<file path="config.mk">
export PLATFORM = sky130hd
export DESIGN_NAME = seg7_scan_decoder
export DESIGN_NICKNAME = d
export VERILOG_FILES = /design/src/rtl/seg7_scan_decoder.sv
export SDC_FILE = /design/constraint.sdc
export NUM_CORES = 1
export LEC_CHECK = 0
export ABC_AREA = 1
export CAP_MARGIN = 10
export CORE_ASPECT_RATIO = 0.5
export CORE_MARGIN = 2
export CORE_UTILIZATION = 35
export CTS_BUF_LIST = sky130_fd_sc_hd__clkbuf_8
export DETAILED_ROUTE_END_ITERATION = 10
export SLEW_MARGIN = 20
export SYNTH_ARGS = -nofsm -noshare
export SYNTH_HDL_FRONTEND = slang
export SYNTH_SLANG_ARGS = --single-unit
</file>
<file path="constraint.sdc">
create_clock -name clk -period 2.6 [get_ports clk]
set_input_delay 0.52 -clock clk [delete_from_list [all_inputs] [get_ports clk]]
set_output_delay 0.52 -clock clk [all_outputs]
set_load 0.02 [all_outputs]
</file>
<file path="src/rtl/seg7_scan_decoder.sv">
// Recovers BCD digits from a multiplexed 4-digit active-low 7-segment bus, one frame at a time.
// Capture lands 2 + STABLE_CYCLES edges after a pin change; frame_valid follows the 4th capture by one edge.
module seg7_scan_decoder #(
  parameter int STABLE_CYCLES = 4
) (
  input  logic        clk,
  input  logic        rst,
  input  logic [6:0]  seg_in,
  input  logic [3:0]  an_in,
  output logic [15:0] digits,
  output logic [3:0]  digit_ok,
  output logic        frame_valid,
  output logic        err
);

  typedef enum logic [1:0] {IDLE, SETTLE, HOLD} state_t;

  localparam logic [7:0] STABLE = 8'(STABLE_CYCLES);

  logic [6:0]  seg_s1, seg_s2;
  logic [3:0]  an_s1, an_s2;
  logic [10:0] prev;
  state_t      state;
  logic [7:0]  cnt;
  logic [3:0]  mask, mask_n;
  logic [15:0] shadow, shadow_n;
  logic [3:0]  shadow_ok, shadow_ok_n;

  logic [10:0] samp;
  logic        changed;
  logic        capture;
  logic [3:0]  cap_an;
  logic [6:0]  cap_seg;
  logic        onehot;
  logic        multi;
  logic [4:0]  dec;
  logic        cap_err;
  logic        publish;

  function automatic logic [4:0] decode(input logic [6:0] s);
    case (s)
      7'b1000000: decode = {1'b1, 4'd0};
      7'b1111001: decode = {1'b1, 4'd1};
      7'b0100100: decode = {1'b1, 4'd2};
      7'b0110000: decode = {1'b1, 4'd3};
      7'b0011001: decode = {1'b1, 4'd4};
      7'b0010010: decode = {1'b1, 4'd5};
      7'b0000010: decode = {1'b1, 4'd6};
      7'b1111000: decode = {1'b1, 4'd7};
      7'b0000000: decode = {1'b1, 4'd8};
      7'b0010000: decode = {1'b1, 4'd9};
      default:    decode = {1'b0, 4'hF};
    endcase
  endfunction

  assign samp    = {an_s2, seg_s2};
  assign changed = (samp != prev);
  assign capture = (state == SETTLE) && (cnt == STABLE);
  // prev holds the value that was counted stable, so it is what gets captured
  assign cap_an  = prev[10:7];
  assign cap_seg = prev[6:0];
  assign onehot  = $onehot(cap_an);
  assign multi   = (cap_an != 4'b0000) && !onehot;
  assign dec     = decode(cap_seg);
  assign cap_err = capture && (multi || (onehot && !dec[4]));
  assign publish = (mask == 4'b1111);

  always_comb begin
    shadow_n    = shadow;
    shadow_ok_n = shadow_ok;
    mask_n      = mask;
    if (capture && onehot) begin
      for (int i = 0; i < 4; i++) begin
        if (cap_an[i]) begin
          shadow_n[4*i +: 4] = dec[3:0];
          shadow_ok_n[i]     = dec[4];
          mask_n[i]          = 1'b1;
        end
      end
    end
  end

  always_ff @(posedge clk) begin
    if (rst) begin
      seg_s1      <= '0;
      seg_s2      <= '0;
      an_s1       <= '0;
      an_s2       <= '0;
      prev        <= '0;
      state       <= IDLE;
      cnt         <= '0;
      mask        <= '0;
      shadow      <= 16'hFFFF;
      shadow_ok   <= 4'b0000;
      digits      <= 16'hFFFF;
      digit_ok    <= 4'b0000;
      frame_valid <= 1'b0;
      err         <= 1'b0;
    end else begin
      seg_s1 <= seg_in;
      seg_s2 <= seg_s1;
      an_s1  <= an_in;
      an_s2  <= an_s1;
      prev   <= samp;

      case (state)
        IDLE: begin
          if (changed) begin
            state <= SETTLE;
            cnt   <= 8'd1;
          end
        end
        SETTLE: begin
          if (capture) begin
            state <= changed ? SETTLE : HOLD;
            cnt   <= changed ? 8'd1 : cnt;
          end else if (changed) begin
            cnt <= 8'd1;
          end else if (cnt != 8'hFF) begin
            cnt <= cnt + 8'd1;
          end
        end
        HOLD: begin
          if (changed) begin
            state <= SETTLE;
            cnt   <= 8'd1;
          end
        end
        default: begin
          state <= IDLE;
          cnt   <= '0;
        end
      endcase

      shadow    <= shadow_n;
      shadow_ok <= shadow_ok_n;
      err       <= cap_err;

      // forwarding shadow_n lets a capture on the publishing edge join the frame
      if (publish) begin
        digits      <= shadow_n;
        digit_ok    <= shadow_ok_n;
        frame_valid <= 1'b1;
        mask        <= 4'b0000;
      end else begin
        frame_valid <= 1'b0;
        mask        <= mask_n;
      end
    end
  end

endmodule

</file>
Word level (Yosys, flattened, before mapping)

Cells that the tools add are included.
Widths: inputs -> output; s select.

Reductions and logical operators: 18
Equality and inequality tests: 19
$add $sub $neg: 4
Muxes and demuxes: 21

Operator list:

| operator            | count |
|---|---|
| $pmux 5 s10         | 1 |
| $mux 8              | 4 |
| $eq 7x5->1 const B  | 3 |
| $eq 7x7->1 const B  | 3 |
| $mux 4              | 5 |
| $mux 16             | 1 |
| $pmux 8 s2          | 1 |
| $eq 7x6->1 const B  | 2 |
| $ne 11x11->1        | 1 |
| $reduce_and 2->1    | 5 |
| $add 8x1->8 const B | 1 |
| $eq 8x3->1 const B  | 1 |
| $ne 8x8->1 const B  | 1 |
| $eq 7x2->1 const B  | 1 |
| $logic_not 7->1     | 1 |
| $mux 2              | 3 |
| $logic_and 1x1->1   | 5 |
| $mux 1              | 5 |
| $add 1x1->2         | 2 |
| $eq 4x4->1 const B  | 1 |
| $ne 4x3->1 const B  | 1 |
| $pmux 2 s2          | 1 |
| $reduce_bool 4->1   | 1 |
| $reduce_or 2->1     | 2 |
| other kinds (9)     | 10 |

Input bits: 13
Logic and storage cells: 79
Register bits after elaboration: 89
Output and inout port bits: 22

Depth between registers and ports, before layout

Gate-level depths: netlist (run 1).

Word-level depth: 7
Depth in mapped cells: 13
Gate-level depth less buffers: 13

Least setup slack after synthesis (run 1)

No wires, ideal clock.

Path kind: reg2reg
Start: register prev[7]
End: register digits[10]
Required time: 2474 ps
Setup slack: 220 ps
Path buffers: 0
Setup time: 126 ps
Clock period less this slack: 2380 ps
Stages on the path, launching flop included: 14
Arrival time: 2253 ps
Cell sequence: dfxtp_1 -> inv_1 -> fa_1 -> inv_1 -> ha_1 -> ha_1 -> nor3_1 -> inv_1 -> nor2_4 -> nand2_1 -> inv_2 -> nand3_1 -> nand2_1 -> a21oi_1

Cells in the longest elaborated chain, start to end: 5

Ends and longest elaborated chain:

| what                              | line | source |
|---|---|---|
| start: declaration                | 22   | `logic [10:0] prev;` |
| start signal: assignment          | 104  | `prev <= samp;` |
| $add 1x1->2 (implied by the code) | 62   | `assign onehot = $onehot(cap_an);` |
| $add 2x2->3 (implied by the code) | 62   |  |
| $eq 3x1->1                        | 62   |  |
| $logic_and 1x1->1                 | 72   | `if (capture && onehot) begin` |
| $mux 16                           | 72   |  |
| end signal: assignment            | 141  | `digits <= shadow_n;` |
| end: declaration                  | 10   | `output logic [15:0] digits,` |

Every way passes these cells.
A chain may end at the register's enable or synchronous reset.

Final worst setup path (run 1)

Start: register prev[8]
End: register digits[8]

The elaborated chain is that of the path after synthesis.

==> results of run 1 <==
-- Yosys cell counts (3+ instances only) --
cell type,count
sky130_fd_sc_hd__a21boi_1,4
sky130_fd_sc_hd__a21oi_1,25
sky130_fd_sc_hd__clkbuf_1,8
sky130_fd_sc_hd__dfxtp_1,89
sky130_fd_sc_hd__ha_1,5
sky130_fd_sc_hd__inv_1,64
sky130_fd_sc_hd__inv_2,13
sky130_fd_sc_hd__nand2_1,110
sky130_fd_sc_hd__nand3_1,32
sky130_fd_sc_hd__nand4_1,7
sky130_fd_sc_hd__nor2_1,71
sky130_fd_sc_hd__nor2_2,5
sky130_fd_sc_hd__nor2_4,3
sky130_fd_sc_hd__nor3_1,6
sky130_fd_sc_hd__o21ai_0,7
sky130_fd_sc_hd__o21ai_1,5
sky130_fd_sc_hd__or2_1,4
sky130_fd_sc_hd__or2_2,13
sky130_fd_sc_hd__xnor2_1,5
-- logic make-up after synthesis --
group,share of synthesized area [%]
compound gates,6.35
simple gates,31.6
buf+inv,9.44
flops,48.9
xor+xnor,1.44
fa+ha+maj,2.27
-- what timing repair did --
action                                  4_1_cts  5_1_grt
endpoints found under the setup margin        6       40
pin swaps                                     0        4
gates cloned                                  0        4
gates resized for setup                       2       23
buffers inserted                              0        1
-- routing by layer --
metal  GRT usage (%)  part of all wire [%]  vias up
met2            20.9                    41       49
met3            4.07                   4.6        2
met5               0                     0        -
met4            3.90                  0.38        0
li1                -                     -     1605
met1            20.5                    54     1309
-- final cells by class --
type,instances,area share (%)
Multi-Input combinational cell,314,35.6
Timing Repair Buffer,42,8.95
Clock inverter,7,1.73
Inverter,77,6.46
Clock buffer,9,2.77
Tap cell,140,3.91
Timing Repair inverter,4,0.615
Sequential cell,89,39.9
-- through the flow --
stage / setup TNS (ns) / worst slack, ns / area, um2 / hold WS, ns / util [%]
global route: -0.00588 / -0.00588 / 4480 / 0.425 / 44.0
global placement: 0 / 0.0523 / 4160 / 0.390 / 40.8
CTS: 0 / 0.0273 / 4370 / 0.406 / 42.9
detailed placement: -0.0258 / -0.0258 / 4160 / 0.392 / 40.8
floorplan: 0 / 0.220 / 3640 / 0.388 / -
finish: 0 / 0.135 / 4480 / 0.404 / 44.0
-- state kept, by name, summed over array words and instances (netlist names) --
| name | flops |
|---|---|
| digits | 16 |
| shadow | 16 |
| prev | 11 |
| cnt | 8 |
| seg_s1 | 7 |
| seg_s2 | 7 |
| an_s1 | 4 |
| an_s2 | 4 |
| digit_ok | 4 |
| mask | 4 |
| shadow_ok | 4 |
| state | 2 |
| err | 1 |
| frame_valid | 1 |
-- worst max-delay path, cell delays in order, from the launching register on --
cell and delay (ns):
sky130_fd_sc_hd__dfxtp_4 0.38, sky130_fd_sc_hd__inv_2 0.06, sky130_fd_sc_hd__fa_1 0.50, sky130_fd_sc_hd__inv_1 0.04, sky130_fd_sc_hd__ha_1 0.20, sky130_fd_sc_hd__ha_4 0.23
sky130_fd_sc_hd__nor3_4 0.14, sky130_fd_sc_hd__inv_2 0.07, sky130_fd_sc_hd__nor2_4 0.23, sky130_fd_sc_hd__nand2_4 0.12, sky130_fd_sc_hd__clkinvlp_4 0.13, sky130_fd_sc_hd__nand3_1 0.08
sky130_fd_sc_hd__nand2_1 0.11, sky130_fd_sc_hd__a21oi_1 0.07
-- worst paths after layout --
path	to	slack, ns	depth (start not counted)
worst max-delay path	digits[8]$_SDFFE_PP1P_	0.14	13
worst min-delay path	an_s2[0]$_SDFF_PP0_	0.40	2
worst max register to register	digits[8]$_SDFFE_PP1P_	0.14	13
worst min register to register	an_s2[0]$_SDFF_PP0_	0.40	2
-- report_power, final --
group          internal, mW  switching [mW]  total (mW)
Sequential             1.38          0.0162        1.40
Combinational        0.0635           0.114       0.177
Clock                 0.455           0.513       0.968
-- cell usage in the layout, fill, tap and decap left out, types with 3 or more instances in the layout --
cell type and instances:
sky130_fd_sc_hd__clkdlybuf4s50_1 34, sky130_fd_sc_hd__a21oi_1 25, sky130_fd_sc_hd__nand2_1 106, sky130_fd_sc_hd__a21boi_2 3, sky130_fd_sc_hd__nor3_1 5, sky130_fd_sc_hd__o21ai_0 6
sky130_fd_sc_hd__nor2_1 71, sky130_fd_sc_hd__clkinvlp_4 3, sky130_fd_sc_hd__or2_2 13, sky130_fd_sc_hd__nand2_4 4, sky130_fd_sc_hd__inv_1 63, sky130_fd_sc_hd__o21ai_1 6
sky130_fd_sc_hd__nor2_4 3, sky130_fd_sc_hd__dfxtp_1 87, sky130_fd_sc_hd__inv_2 15, sky130_fd_sc_hd__clkbuf_8 9, sky130_fd_sc_hd__buf_4 8, sky130_fd_sc_hd__ha_1 4
sky130_fd_sc_hd__inv_6 3, sky130_fd_sc_hd__xnor2_1 5, sky130_fd_sc_hd__or2_1 4, sky130_fd_sc_hd__nand3_1 32, sky130_fd_sc_hd__nor2_2 5, sky130_fd_sc_hd__nand4_1 7
==> results.json, run 1 <==
{
  "outcome": "completed",
  "tritoncts": "built",
  "port_buffers": 34,
  "max_slew_margin_pct": 57.4,
  "criticalPathCategory": "flop to flop",
  "dpl.hpwl_mm": 5.29,
  "gp_congestion": 0.814,
  "asyncSetResetFlopFracSynth_pct": 0,
  "detail_route.wl_per_cell_um": 11.2,
  "leading_cell_types_by_total_area_after_synthesis": "sky130_fd_sc_hd__dfxtp_1 (49%), sky130_fd_sc_hd__nand2_1 (11%), sky130_fd_sc_hd__nor2_1 (7.3%), sky130_fd_sc_hd__inv_1 (6.6%), sky130_fd_sc_hd__nand3_1 (4.4%)",
  "dr_total_vias": 2965,
  "die_area_um2": 11300,
  "routed_wirelength_mm": 7.67,
  "critPathLaunchType": "flop",
  "clk_latency_ns": 0.36,
  "synth_area_um2": 3640,
  "multiInputGateArea_um2": 1600,
  "layout.filler_cells": 1033,
  "timing.hold.worst.start": "an_s1[0]$_SDFF_PP0_",
  "finalCriticalPeriod_ns": 2.46,
  "flip_flop_cell_with_the_highest_count_after_synthesis": "sky130_fd_sc_hd__dfxtp_1",
  "synth_seq_cells": 89,
  "ios": 35,
  "antenna_violating_nets_post_route": 0,
  "cts-htree-levels": 3,
  "synth_top_area_share_pct": 48.9,
  "vert_die_dim_um": 76.2,
  "antenna_found_initial": 0,
  "tightest_slew_ns": 0.638,
  "synth_nets": 511,
  "std_cell_rows": 26,
  "detailedRoute.firstIterationViolations": 124,
  "upper_clock_frequency_limit_ghz": 0.406,
  "floorplan.core_area_um2": 10200,
  "hold_buffers": 0,
  "fp.dieW_um": 148,
  "seq_area_frac_synth_pct": 48.9,
  "cts.root.buffer_cell": "sky130_fd_sc_hd__clkbuf_8",
  "worst_ep_arrival_time_ns": 2.70,
  "timing.clock.skew_ns": 0.0168,
  "p_total_mw": 2.55,
  "synth.avg_cell_area_um2": 7.41,
  "p_leak_nw": 2.00,
  "synth_enable_flop_cells": 0,
  "final_min_period_over_clock_period_pct": 94.8,
  "min-delay-path-class": "flop to flop",
  "critical_path_required_ns": 2.84,
  "timing.rr.start": "prev[8]$_SDFF_PP0_",
  "wire_length_of_the_first_global_routing_pass_mm": 13.0,
  "hold_violation_total_from_the_final_report": 0,
  "grt_max_degree": 31,
  "synthToLayoutAreaGrowth_pct": 22.8,
  "post_drt_via_cell_ratio": 4.35,
  "place_inst": 661,
  "cellPowerDensity_nw_per_um2": 569,
  "tritoncts.num_buffers": 9,
  "design.final.nets": 556,
  "post_synth_inst_count": 492,
  "detail_route.first_pass.iterations": 4,
  "grt_pass1_vias": 2757,
  "critical_path_start": "prev[8]$_SDFF_PP0_",
  "final_slew_violations": 0,
  "fin_cells": 682,
  "grt_overflow_total": 0,
  "critical_path_peak_fanout": 4,
  "final_layout_size_suffix_gt1_share_pct": 15.1,
  "drt_drc_violations_left": 0,
  "clock_sink_count": 89,
  "critical_path.endpoint_type": "flop",
  "antenna-diode-count": 0,
  "global_route.usage.total_pct": 14.3,
  "yosys.area.top_type": "sky130_fd_sc_hd__dfxtp_1",
  "ys_warn_count": 0,
  "floorplan.initialDensity_pct": 35.8,
  "clock_path_buffers": 2,
  "ir_drop_mv": 0.237,
  "yosys.cell_types.count": 31,
  "path_clk_slew_ns": 0.08,
  "area.sequential_um2": 1790,
  "timing.max_cap.violations": 0,
  "setup-violations-final": 0
}
No activity file was read; power rests on OpenSTA's default activity.
==> run 2, diff against run 1 <==
- CORE_UTILIZATION: 35 -> 30
- PLACE_DENSITY_LB_ADDON: unset -> 0.25
- clock period: 2.6 -> 2.5 ns (I/O delays scaled with it)
==> results.json, run 2 (synthesis results as in run 1) <==
{
  "outcome": "completed",
  "ff2ff_setup_slack_ns": 0.11,
  "critical_path_required_ns": 2.80,
  "wire_length_of_the_first_global_routing_pass_mm": 12.9,
  "antenna-diode-count": 0,
  "final_layout_size_suffix_gt1_share_pct": 16.9,
  "tightest_slew_ns": 0.619,
  "setup_slack_ns": 0.110,
  "floorplan.core_area_um2": 11800,
  "antenna_violating_nets_post_route": 0,
  "upper_clock_frequency_limit_ghz": 0.418,
  "criticalPathCategory": "flop to flop",
  "reg_top3": "digits (16), shadow (16), prev (11)",
  "finalCriticalPeriod_ns": 2.39,
  "layout.core_utilization_pct": 38.7,
  "clock_sink_count": 89,
  "critPathLaunchType": "flop",
  "path_clk_slew_ns": 0.09,
  "wl_met2_mm": 3.06,
  "detailedRoute.firstIterationViolations": 133,
  "ios": 35,
  "crit_slowest_cell": "sky130_fd_sc_hd__fa_1",
  "power_report.internal_total_mw": 2.08,
  "pwr-share-comb_pct": 7.1,
  "critical_path_peak_fanout": 4,
  "cp_slowest_stage_delay_ns": 0.52,
  "setup-violations-final": 0,
  "min-delay-path-class": "flop to flop",
  "detail_route.wl_per_cell_um": 11.0,
  "fp.dieW_um": 160,
  "std_cell_rows": 28,
  "final_slew_violations": 0,
  "timing.critical_path.cells": "inv_2, fa_1, inv_1, ha_4, ha_4, nor3_4, inv_2, nor2_4, nand2_4, clkinvlp_4, or2_1, nand2_1, a21oi_1",
  "tritoncts.num_buffers": 9,
  "grt_max_degree": 35,
  "mostFrequentLayoutCells": "sky130_fd_sc_hd__nand2_1 (104), sky130_fd_sc_hd__dfxtp_1 (87), sky130_fd_sc_hd__nor2_1 (71)",
  "hold_violation_total_from_the_final_report": 0,
  "critical_path.endpoint_type": "flop",
  "timing.max_cap.violations": 0,
  "timing.hold.ws_ns": 0.396,
  "post_drt_via_cell_ratio": 4.17,
  "design.final.nets": 560,
  "synthToLayoutAreaGrowth_pct": 25.9,
  "most_frequent_standard_cell_in_the_layout_excluding_fill_and_tap_cells": "sky130_fd_sc_hd__nand2_1",
  "switching_power_mw": 0.651,
  "grt_overflow_total": 0,
  "vert_die_dim_um": 81.9,
  "die_area_um2": 13100,
  "route.layer.met1.wl_mm": 4.36,
  "grt_pass1_vias": 2661,
  "power_switching_share_pct": 23.9,
  "drt_drc_violations_left": 0,
  "floorplan.initialDensity_pct": 30.8,
  "timing.clock.skew_ns": 0.0111,
  "final_design_area_no_fill_um2": 4590,
  "detailed_place.area_um2": 4230,
  "dpl.hpwl_mm": 5.41,
  "global_route.usage.total_pct": 12.5,
  "p_leak_nw": 2.01,
  "met3WireLength_um": 330,
  "max_slew_margin_pct": 58.7,
  "cts.root.buffer_cell": "sky130_fd_sc_hd__clkbuf_8",
  "routed_wirelength_mm": 7.83,
  "cellPowerDensity_nw_per_um2": 594,
  "dr_total_vias": 2962,
  "clk_latency_ns": 0.36,
  "top_layer_used": "met4",
  "port_buffers": 34,
  "final_min_period_over_clock_period_pct": 95.6,
  "tritoncts": "built",
  "placement.setup.worst_slack_ns": -0.133,
  "rsz0062_at_grt": "yes",
  "cts-htree-levels": 3,
  "gp_congestion": 0.821,
  "ir_drop_mv": 0.219,
  "antenna_found_initial": 0,
  "clock_path_buffers": 2,
  "clockPowerShare_pct": 39.5,
  "detail_route.first_pass.iterations": 4,
  "share_seq_of_total_power_pct": 53.4,
  "worst_ep_arrival_time_ns": 2.69
}
==> run 2: path summary, 6_finish.rpt <==
kind / startpoint / cells past startpoint / to
worst min register to register: an_s1[0]$_SDFF_PP0_ / 2 / an_s2[0]$_SDFF_PP0_
worst min-delay path: an_s1[0]$_SDFF_PP0_ / 2 / an_s2[0]$_SDFF_PP0_
worst max register to register: prev[7]$_SDFF_PP0_ / 13 / digits[9]$_SDFFE_PP1P_
worst max-delay path: prev[7]$_SDFF_PP0_ / 13 / digits[9]$_SDFFE_PP1P_
==> run 2: through the flow <==
stage          TNS [ns]  instances  power, mW
5_1_grt         -0.0145        710       2.86
6_report              0        710       2.73
3_5_place_dp     -0.563        690       1.67
2_1_floorplan         0        492       1.61
4_1_cts               0        706       2.76
3_3_place_gp     -0.136        690       1.67
==> run 2: layout make-up <==
cell class / count / area, um2
fillers: 1287 / 7250
flip-flops and latches: 89 / 1780
multi-input cells: 314 / 1620
repair buffers: 46 / 443
inverters: 77 / 292
well taps: 165 / 206
clock buffers: 9 / 124
clock inverters: 6 / 92.6
repair inverters: 4 / 25.0
==> run 2: worst max-delay path, delay by kind of cell (launching register included) <==
family,cells,cell delay (ns)
buffers and inverters,4,0.31
flip-flops,1,0.34
AND/OR/NAND/NOR,5,0.65
AO/OA/AOI/OAI,1,0.11
adder cells (fa/ha/maj),3,0.89
==> run 2: power by group through the flow <==
stage	Sequential, mW	Combinational [mW]	Clock [mW]
after CTS	1.46	0.186	1.12
after global placement	1.49	0.183	0
after detailed placement	1.49	0.183	0
after global routing	1.46	0.218	1.18
after floorplan	1.49	0.121	0
final	1.46	0.194	1.08
==> run 2: routing by layer <==
layer | vias up | track usage, %
li1 | 1611 | -
met1 | 1295 | 17.6
met2 | 49 | 18.3
met3 | 7 | 3.89
met4 | 0 | 4.05
met5 | - | 0
==> run 2: repair_timing <==
action	in CTS	in global routing
setup endpoints to repair	35	40
hold buffers	0	0
setup buffers	0	1
pin swaps	0	4
cloned	1	3
resized for setup	7	23
